[src/rtl/priority_scan_encoder_if.sv]
// Handshake and status bundle between a request source / consumer and the
// priority scan encoder. The source side uses the master modport, the
// encoder uses the slave modport.
interface priority_scan_encoder_if #(
    parameter int WIDTH = 8
);
    localparam int CODE_W = $clog2(WIDTH);

    logic              load;
    logic [WIDTH-1:0]  data;
    logic              out_ready;
    logic [CODE_W-1:0] code;
    logic              out_valid;
    logic              busy;
    logic [WIDTH-1:0]  pending;
    logic              empty_load;
    logic              drop;

    modport master (
        output load, data, out_ready,
        input  code, out_valid, busy, pending, empty_load, drop
    );

    modport slave (
        input  load, data, out_ready,
        output code, out_valid, busy, pending, empty_load, drop
    );
endinterface

[src/rtl/priority_scan_encoder.sv]
// Sequential priority encoder: captures a request vector and hands out the
// index of each set bit, one per valid/ready transfer, in priority order.
//
// state | meaning
// IDLE  | no pending bits; a load with non-zero data starts a scan
// SCAN  | pending holds unserviced bits; code/out_valid present the next one
module priority_scan_encoder #(
    parameter int WIDTH     = 8,
    parameter bit LSB_FIRST = 1'b0
) (
    input  logic                   clk,
    input  logic                   rst,
    priority_scan_encoder_if.slave bus
);
    localparam int CODE_W = $clog2(WIDTH);

    typedef enum logic {IDLE = 1'b0, SCAN = 1'b1} state_t;

    state_t            state_q, state_d;
    logic [WIDTH-1:0]  pending_q, pending_d;
    logic              empty_load_q, empty_load_d;
    logic              drop_q, drop_d;
    logic [CODE_W-1:0] code_int;
    logic [WIDTH-1:0]  clear_mask;

    // Priority index of the registered pending vector; later loop hits win,
    // so loop direction selects highest-first or lowest-first.
    always_comb begin
        code_int = '0;
        if (LSB_FIRST) begin
            for (int i = WIDTH - 1; i >= 0; i--) begin
                if (pending_q[i]) code_int = CODE_W'(i);
            end
        end else begin
            for (int i = 0; i < WIDTH; i++) begin
                if (pending_q[i]) code_int = CODE_W'(i);
            end
        end
    end

    assign clear_mask = WIDTH'(1) << code_int;

    // Next-state, next-pending and one-cycle status pulses.
    always_comb begin
        state_d      = state_q;
        pending_d    = pending_q;
        empty_load_d = 1'b0;
        drop_d       = 1'b0;
        case (state_q)
            IDLE: begin
                if (bus.load) begin
                    if (bus.data != '0) begin
                        pending_d = bus.data;
                        state_d   = SCAN;
                    end else begin
                        empty_load_d = 1'b1;
                    end
                end
            end
            SCAN: begin
                // Loads during a scan, even on the final transfer, are discarded.
                drop_d = bus.load;
                if (bus.out_ready) begin
                    pending_d = pending_q & ~clear_mask;
                    if (pending_d == '0) state_d = IDLE;
                end
            end
            default: begin
                state_d   = IDLE;
                pending_d = '0;
            end
        endcase
    end

    // State and status registers; reset drops any partial scan.
    always_ff @(posedge clk or posedge rst) begin
        if (rst) begin
            state_q      <= IDLE;
            pending_q    <= '0;
            empty_load_q <= 1'b0;
            drop_q       <= 1'b0;
        end else begin
            state_q      <= state_d;
            pending_q    <= pending_d;
            empty_load_q <= empty_load_d;
            drop_q       <= drop_d;
        end
    end

    // All outputs decode registered state only.
    assign bus.out_valid  = (state_q == SCAN);
    assign bus.busy       = (state_q == SCAN);
    assign bus.code       = (state_q == SCAN) ? code_int : '0;
    assign bus.pending    = pending_q;
    assign bus.empty_load = empty_load_q;
    assign bus.drop       = drop_q;
endmodule

[src/flat_wrapper.sv]
// flat-port wrapper written by rule: the top's interface ports become plain ports
module priority_scan_encoder_flat 
#(
    parameter int WIDTH     = 8,
    parameter bit LSB_FIRST = 1'b0
)
  (clk, rst, bus_load, bus_data, bus_out_ready, bus_code, bus_out_valid, bus_busy, bus_pending, bus_empty_load, bus_drop);
  priority_scan_encoder_if #(.WIDTH(WIDTH)) bus_i ();
  input  logic clk;
  input  logic rst;
  input wire logic [$bits(bus_i.load)-1:0] bus_load;
  input wire logic [$bits(bus_i.data)-1:0] bus_data;
  input wire logic [$bits(bus_i.out_ready)-1:0] bus_out_ready;
  output wire logic [$bits(bus_i.code)-1:0] bus_code;
  output wire logic [$bits(bus_i.out_valid)-1:0] bus_out_valid;
  output wire logic [$bits(bus_i.busy)-1:0] bus_busy;
  output wire logic [$bits(bus_i.pending)-1:0] bus_pending;
  output wire logic [$bits(bus_i.empty_load)-1:0] bus_empty_load;
  output wire logic [$bits(bus_i.drop)-1:0] bus_drop;
  assign bus_i.load = bus_load;
  assign bus_i.data = bus_data;
  assign bus_i.out_ready = bus_out_ready;
  assign bus_code = bus_i.code;
  assign bus_out_valid = bus_i.out_valid;
  assign bus_busy = bus_i.busy;
  assign bus_pending = bus_i.pending;
  assign bus_empty_load = bus_i.empty_load;
  assign bus_drop = bus_i.drop;
  priority_scan_encoder #(.WIDTH(WIDTH), .LSB_FIRST(LSB_FIRST)) u_core (.clk(clk), .rst(rst), .bus(bus_i));
endmodule
[config.mk]
export PLATFORM = sky130hd
export DESIGN_NAME = priority_scan_encoder_flat
export DESIGN_NICKNAME = d
export VERILOG_FILES = /design/src/rtl/priority_scan_encoder_if.sv /design/src/rtl/priority_scan_encoder.sv /design/src/flat_wrapper.sv
export SDC_FILE = /design/constraint.sdc
export NUM_CORES = 1
export LEC_CHECK = 0
export ABC_AREA = 1
export CORE_MARGIN = 4
export CORE_UTILIZATION = 40
export CTS_BUF_LIST = sky130_fd_sc_hd__clkbuf_2
export DETAILED_ROUTE_END_ITERATION = 6
export HOLD_SLACK_MARGIN = 0.08
export PLACE_DENSITY_LB_ADDON = 0.3
export SLEW_MARGIN = 10
export SYNTH_ARGS = -nofsm -noshare
export SYNTH_HDL_FRONTEND = slang
export SYNTH_SLANG_ARGS = --single-unit
[constraint.sdc]
create_clock -name clk -period 1.37 [get_ports clk]
set_clock_uncertainty 0.2 [all_clocks]
set_input_delay 0.274 -clock clk [delete_from_list [all_inputs] [get_ports clk]]
set_output_delay 0.274 -clock clk [all_outputs]
set_load 0.02 [all_outputs]
==> qor.csv, run 1 <==
metric,value,unit
grt_pass1_wl,4210,µm
initial_core_util,42.1,%
multiInputGateArea,453,µm²
ant_nets,0,
hold_path_class,in2reg,
syn_inst,98,
drtIter0Drc,14,
viasPerCell,5.05,
dpl.hpwl,1710,µm
min_from,bus_data[1],
grt_pass1_vias,953,
path_class,reg2reg,
endpoint_kind,register,
holdPathStages,3,
nets,185,
critPathSlowestCell,dfrtp_2,
grt_usage,21.4,%
whs_endpoint,u_core.bus.pending[1],
cts_inserted_buffers,3,
layout-drive-gt1-share,55.8,%
holdWs,182,ps
r2r_cells,12,
synthFlopType,dfrtp_1,
worstPathCellList,buf_6 > nor2_4 > buf_6 > inv_2 > nor2_2 > nand3_1 > nand2_1 > nand2_1 > nor2_1 > nand3_1 > nand2_1 > nand2_1,
antenna_cells,0,
root_buffer,clkbuf_2,
place_area,1250,µm²
io_pins,27,
utilization,87.4,%
crit_fanout,4,
worst_slew_margin_rel,83.9,%
port_buffers,26,
regArea,279,µm²
seq_area_frac_synth,38.3,%
area_growth,107,%
grt_max_degree,14,
maxCapViolCount,0,
finalHoldViolCount,0,
ys_ff_latch,11,
cts_tree,done,
rsz0062_at_grt,yes,
synth_cell_types,20,
antenna_found_initial,0,
wl,3060,µm
drtPass1Iterations,4,
worst_setup_path_start_kind,register,
cts.clk_slew.worst_paths,140,ps
clockBufferDepth,2,
period_share,150,%
setup_viol,21,
reg2reg_to,u_core.bus.busy,
fmaxAchievable,488,MHz
dieHeight,50.4,µm
avgSynthCellArea,7.34,µm²
num_rows,15,
critPathMaxStageDelay,440,ps
gp_congestion,0.808,
worst_slew_pin_slew,240,ps
synth-edff-count,0,
reg2reg_from,u_core.bus.pending[6],
r2r_slack,-680,ps
critical_path_arrival,2040,ps
htreeDepth,1,
power_density,2860,nW/µm²
grt-ovfl-total,0,
power.leakage,0.745,nW
async_flop_share,100,%
min_period,2050,ps
die_w,50.4,µm
clkSinkCount,11,
drc,0,
coreArea,1710,µm²
num_vias,995,
fillers,99,
violations,setup timing,
syn-cell-area,719,µm²
vdd_drop_max,0.00183,V
setup_slack,-679,ps
worstPathRequired,1360,ps
routedWlPerCell,15.5,µm
cpMostUsedCell,nand2_1,
dieArea,2540,µm²
clock_latency,290,ps
yosysWarnings,0,
slew_violations,0,
finish.instance_area,1490,µm²
status,"finished, violations left",
synth_nets,110,
how the worst max path moves through the flow:
stage | startpoint | end | slack (ps) | depth (start not counted)
6_report | u_core.bus.pending[6] | u_core.bus.busy | -680 | 12
3_3_place_gp | u_core.bus.pending[2] | bus_code[0] | -560 | 8
2_1_floorplan | u_core.bus.pending[7] | u_core.bus.busy | -160 | 10
5_1_grt | u_core.bus.pending[6] | u_core.bus.busy | -790 | 12
4_1_cts | u_core.bus.pending[2] | bus_code[0] | -420 | 8
3_5_place_dp | u_core.bus.pending[2] | bus_code[0] | -590 | 8
sequential cells by signal, indices dropped and copies added (netlist names):
register,cells
u_core.bus.busy,1
u_core.bus.drop,1
u_core.bus.empty_load,1
u_core.bus.pending,8
metrics by stage:
step           TNS, ps  instances  setup WS [ps]  total power, W
2_1_floorplan     -835         98           -163         0.00200
3_3_place_gp     -7520        177           -555         0.00314
3_5_place_dp     -7960        177           -588         0.00322
4_1_cts          -3940        190           -416         0.00375
5_1_grt          -6150        197           -792         0.00454
6_report         -4980        197           -679         0.00427
power by group:
part | total [W] | internal [W] | switching [W] | leakage (nW)
Clock | 0.000209 | 0.0000660 | 0.000143 | 0.0164
Combinational | 0.00346 | 0.00174 | 0.00172 | 0.598
Sequential | 0.000599 | 0.000464 | 0.000135 | 0.131
cells in the final DEF (no fill, tap or decap), types with 2 or more instances in the layout:
cell type        instances
clkdlybuf4s50_1          3
nand2_4                  5
a21oi_4                  2
buf_6                   27
dfrtp_2                  3
nor2_2                   2
nand2_1                 20
inv_1                    5
o211ai_1                 3
o21ai_1                  6
buf_2                    4
a31oi_1                  2
buf_4                   28
nor2_4                   3
inv_2                    5
a21oi_2                  2
dlygate4sd2_1            8
nor2_1                  11
inv_4                    2
nand3_1                  6
dfrtp_1                  8
clkbuf_2                 3
nand2_2                  5
worst max-delay path: cells and delay by family, from the launching register on:
family / cells / cell delay [ps]
and+or+nand+nor: 9 / 1010
DFF: 1 / 440
buffers and inverters: 3 / 300
layer usage:
layer,GRT usage (%),part of all wire (%),vias to the layer above
li1,-,-,467
met1,25.7,37,465
met2,38.9,54,49
met3,2.97,5.0,14
met4,6.73,4.0,0
met5,0,0,-
final cells by class:
cell class | instances | area share, %
Timing Repair Buffer | 72 | 44.2
Sequential cell | 11 | 18.7
Multi-Input combinational cell | 73 | 30.3
Inverter | 12 | 3.35
Tap cell | 25 | 2.10
Clock buffer | 3 | 1.01
Clock inverter | 1 | 0.335
cells by family after synthesis:
family / count (synthesis) / synth area share [%]
compound gates: 18 / 15.1
simple gates: 54 / 36.2
buf+inv: 15 / 10.4
flops: 11 / 38.3
repair_timing:
item	CTS	global route
gates cloned	1	0
buffers inserted	8	11
pin swaps	10	16
resized for setup	105	21
hold buffers	1	0
hold endpoints to repair	11	0
endpoints found under the setup margin	24	21
Yosys cell counts, types with 2 or more instances:
master,count,area share [%]
nor2_2,3,2.6
inv_1,8,4.2
inv_2,4,2.1
nand3_1,6,4.2
nand2_1,24,13
nand2_2,5,4.3
o211ai_1,3,3.1
buf_6,2,3.1
a31oi_1,2,1.7
nor2_4,2,3.1
a21oi_1,4,2.8
nor2_1,11,5.7
o21ai_1,4,2.8
dfrtp_1,11,38
o21ai_0,3,2.1
nand3_2,2,2.8
Power figures use the tool's default switching activity.
==> inputs of run 2 (changes only) <==
--- a/config.mk
+++ b/config.mk
@@ -6,12 +6,15 @@
 export NUM_CORES = 1
 export LEC_CHECK = 0
 export ABC_AREA = 1
+export CORE_ASPECT_RATIO = 1.1
 export CORE_MARGIN = 4
 export CORE_UTILIZATION = 40
 export CTS_BUF_LIST = sky130_fd_sc_hd__clkbuf_2
+export CTS_CLUSTER_DIAMETER = 60
 export DETAILED_ROUTE_END_ITERATION = 6
 export HOLD_SLACK_MARGIN = 0.08
 export PLACE_DENSITY_LB_ADDON = 0.3
+export SETUP_SLACK_MARGIN = 0.5
 export SLEW_MARGIN = 10
 export SYNTH_ARGS = -nofsm -noshare
 export SYNTH_HDL_FRONTEND = slang
==> qor.csv, run 2 <==
metric,value,unit,change
dp.cells,168,,-5.1%
synth_cell_types,20,,unchanged
error,[ERROR DPL-0033] detailed placement checks failed during check placement.,,
initial_core_util,44.1,%,+1.9 points
io_pins,27,,unchanged
htreeDepth,1,,unchanged
grt_max_degree,12,,
avgSynthCellArea,7.34,µm²,unchanged
ys_ff_latch,11,,unchanged
syn_inst,98,,unchanged
yosysWarnings,0,,unchanged
synth-edff-count,0,,unchanged
port_buffers,26,,unchanged
syn-cell-area,719,µm²,unchanged
synthFlopType,dfrtp_1,,
yosys.area.top_type,dfrtp_1,,
lastStage,global routing (5_1_grt),,
synthTopCellsByArea,"dfrtp_1 (38%), nand2_1 (13%), nor2_1 (5.7%), nand2_2 (4.3%), nand3_1 (4.2%)",,
synth.most_common_cell,nand2_1,,
seq_area_frac_synth,38.3,%,unchanged
num_rows,15,,unchanged
cts_inserted_buffers,3,,unchanged
gp_congestion,0.837,,+3.7%
repair-timing-grt-worst-ep,u_core.bus.busy$_DFF_PP0_/D,,
antenna_found_initial,0,,
status,stopped before the end,,
yosysTopAreaCellShare,38.3,%,unchanged
die_w,48.4,µm,-3.9%
dieHeight,52.5,µm,+4.1%
clkSinkCount,11,,unchanged
dpl.hpwl,1820,µm,+6.7%
root_buffer,clkbuf_2,,
worst_endpoint_kind,register data pin,,
synth.top_cells.by_count,"nand2_1 (24), dfrtp_1 (11), nor2_1 (11)",,
post-place-ws,-603,ps,-15.2 ps
async_flop_share,100,%,unchanged
synth_nets,110,,unchanged
clockBufferDepth,2,,unchanged
==> run 2: repair_timing <==
action	CTS
resized for setup	129
setup endpoints to repair	26
pin swaps	17
gates cloned	2
endpoints found under the hold margin	5
setup buffers	11
==> run 2: cell families after synthesis <==
kind of cell / after synthesis / share of synthesized area (%)
compound gates: 18 / 15.1
flops: 11 / 38.3
buf+inv: 15 / 10.4
simple gates: 54 / 36.2
==> run 2: per-stage QoR <==
step	instance area (µm²)	util (%)
floorplan	761	-
global placement	1240	75.8
detailed placement	1240	75.8
CTS	1500	91.6
==> inputs of run 3 (changes only) <==
==> config.mk (replaced) <==
export PLATFORM = sky130hd
export DESIGN_NAME = priority_scan_encoder_flat
export DESIGN_NICKNAME = d
export VERILOG_FILES = /design/src/rtl/priority_scan_encoder_if.sv /design/src/rtl/priority_scan_encoder.sv /design/src/flat_wrapper.sv
export SDC_FILE = /design/constraint.sdc
export NUM_CORES = 1
export LEC_CHECK = 0
export ABC_AREA = 1
export CORE_AREA = 4 4 65 67
export DETAILED_ROUTE_END_ITERATION = 6
export DIE_AREA = 0 0 69 71
export PLACE_DENSITY_LB_ADDON = 0.15
export SLEW_MARGIN = 10
export SYNTH_ARGS = -nofsm -noshare
export SYNTH_HDL_FRONTEND = slang
export SYNTH_SLANG_ARGS = --single-unit
==> constraint.sdc (replaced) <==
create_clock -name clk -period 1.8 [get_ports clk]
set_clock_uncertainty 0.2 [all_clocks]
set_input_delay 0.36 -clock clk [delete_from_list [all_inputs] [get_ports clk]]
set_output_delay 0.36 -clock clk [all_outputs]
set_load 0.02 [all_outputs]
==> qor.csv, run 3 (synthesis gave the netlist of run 1 again) <==
metric,value,unit,change
antenna_cells,0,,
setup_slack,-17.9,ps,
endpoint_kind,output port,,
vdd_drop_max,0.000370,V,
num_rows,22,,+7
clockBufferDepth,2,,unchanged
crit_fanout,3,,
clock_latency,230,ps,
routedWlPerCell,10.4,µm,
worst_slew_pin_slew,441,ps,
most-common-layout-cells,"buf_4 (31), nand2_1 (22), clkdlybuf4s50_1 (13), dfrtp_1 (11), dlygate4sd2_1 (10)",,
gp_congestion,0.763,,-8.8%
worst_slew_margin_rel,70.6,%,
worst_setup_path_start_kind,register,,
finalHoldViolCount,0,,
num_vias,806,,
nets,168,,
clkSinkCount,11,,unchanged
drtIter0Drc,12,,
largest_reg_flops,8,,
worstPathCellList,inv_2 > nand2_1 > nand2_1 > nand2_2 > nand2_2 > nand2_2 > a21oi_2 > buf_6,,
cts_tree,done,,
critPathTopFamily,flip-flops,,
antenna_found_initial,0,,
cpMostUsedCell,nand2_2,,
die_w,69,µm,+42%
initial_core_util,19.8,%,-24 points
status,"finished, violations left",,
final_common_cell,buf_4,,
violations,setup timing,,
wl,2120,µm,
htreeDepth,1,,unchanged
top_layer,met4,,
layout-drive-gt1-share,39.4,%,
setup_viol,1,,
wl_met1,1010,µm,
dieHeight,71,µm,+35%
coreArea,3630,µm²,
grt_pass1_vias,790,,
port_buffers,26,,unchanged
grt_usage,8.67,%,
fin_total_pwr,0.00252,W,
grt_pass1_wl,3480,µm,
period_share,101,%,
regArea,275,µm²,
path_class,reg2out,,
cp_num_buf_inv,2,,
hold_buffers,0,,
rsz0062_at_grt,yes,,
grt-ovfl-total,0,,
wl_met2,987,µm,
fillers,415,,
met3_length,77,µm,
dieArea,4900,µm²,
min_period,1820,ps,
tns,-17.9,ps,
post-place-ws,-271,ps,+332 ps
drtPass1Iterations,4,,
viasPerCell,3.97,,
multiInputGateArea,394,µm²,
maxCapViolCount,0,,
grt_max_degree,17,,
ant_nets,0,,
root_buffer,clkbuf_8,,
cts_inserted_buffers,3,,unchanged
hold_path_class,in2async,,
utilization,35.4,%,
cts.clk_slew.worst_paths,50,ps,
io_pins,27,,unchanged
worstPathRequired,1240,ps,
area_growth,78.8,%,
critPathSlowestCell,dfrtp_1,,
critical_path_arrival,1260,ps,
power.leakage,0.623,nW,
slew_violations,0,,
power_density,1960,nW/µm²,
drc,0,,
critPathMaxStageDelay,380,ps,
dpl.hpwl,1760,µm,-3.3%
fmaxAchievable,550,MHz,
[run 3: final timing paths]
| check | endpoint | cells after the start | slack, ps | startpoint |
|---|---|---|---|---|
| worst max-delay path | bus_code[0] | 8 | -20 | u_core.bus.pending[2] |
| worst min register to register | u_core.bus.pending[0] | 2 | 400 | u_core.bus.pending[0] |
| min in group clk | u_core.bus.pending[0] | 2 | 400 | u_core.bus.pending[0] |
| worst min-delay path | u_core.bus.empty_load | 2 | 220 | rst |
| worst max register to register | u_core.bus.busy | 11 | 150 | u_core.bus.pending[7] |
| max in group asynchronous | u_core.bus.pending[2] | 2 | 870 | rst |
[run 3: metal layers]
layer	track usage (%)	vias up
met5	0	-
met3	1.85	4
met2	14.4	20
met1	10.8	351
met4	3.90	0
li1	-	431
[run 3: per-stage QoR]
step,instance area (µm²),hold WS [ps],cells
floorplan,719,12.4,98
global placement,1220,386,197
detailed placement,1220,392,197
CTS,1250,246,201
global route,1290,288,203
finish,1290,224,203
[run 3: worst register-to-register path, stage by stage, from the launching register on]
cell and delay (ps):
dfrtp_1 410, nor2_4 170, buf_4 130, nand2_2 50
nor2_4 90, nand2_1 90, nand2_1 70, nand2_1 60
nor2_2 90, nand3_1 80, nand2_1 60, nand2_1 40
[run 3: area by class of cell]
type,count,area share (%)
repair buffers,56,36.3
well taps,48,4.67
flip-flops and latches,11,21.4
multi-input cells,72,30.6
inverters,12,3.50
clock buffers,4,3.50
[run 3: what timing repair did]
| action | in CTS | in global routing |
|---|---|---|
| endpoints found under the setup margin | 13 | 11 |
| gates resized for setup | 25 | 9 |
| setup buffers | 0 | 2 |
| pin swaps | 0 | 4 |
[run 3: power by group]
group | leakage [nW] | switching (W) | internal (W) | total [W]
registers | 0.135 | 0.0000821 | 0.000350 | 0.000432
clock network | 0.0228 | 0.0000913 | 0.000155 | 0.000247
logic | 0.465 | 0.000969 | 0.000870 | 0.00184
total | 0.623 | 0.00114 | 0.00137 | 0.00252
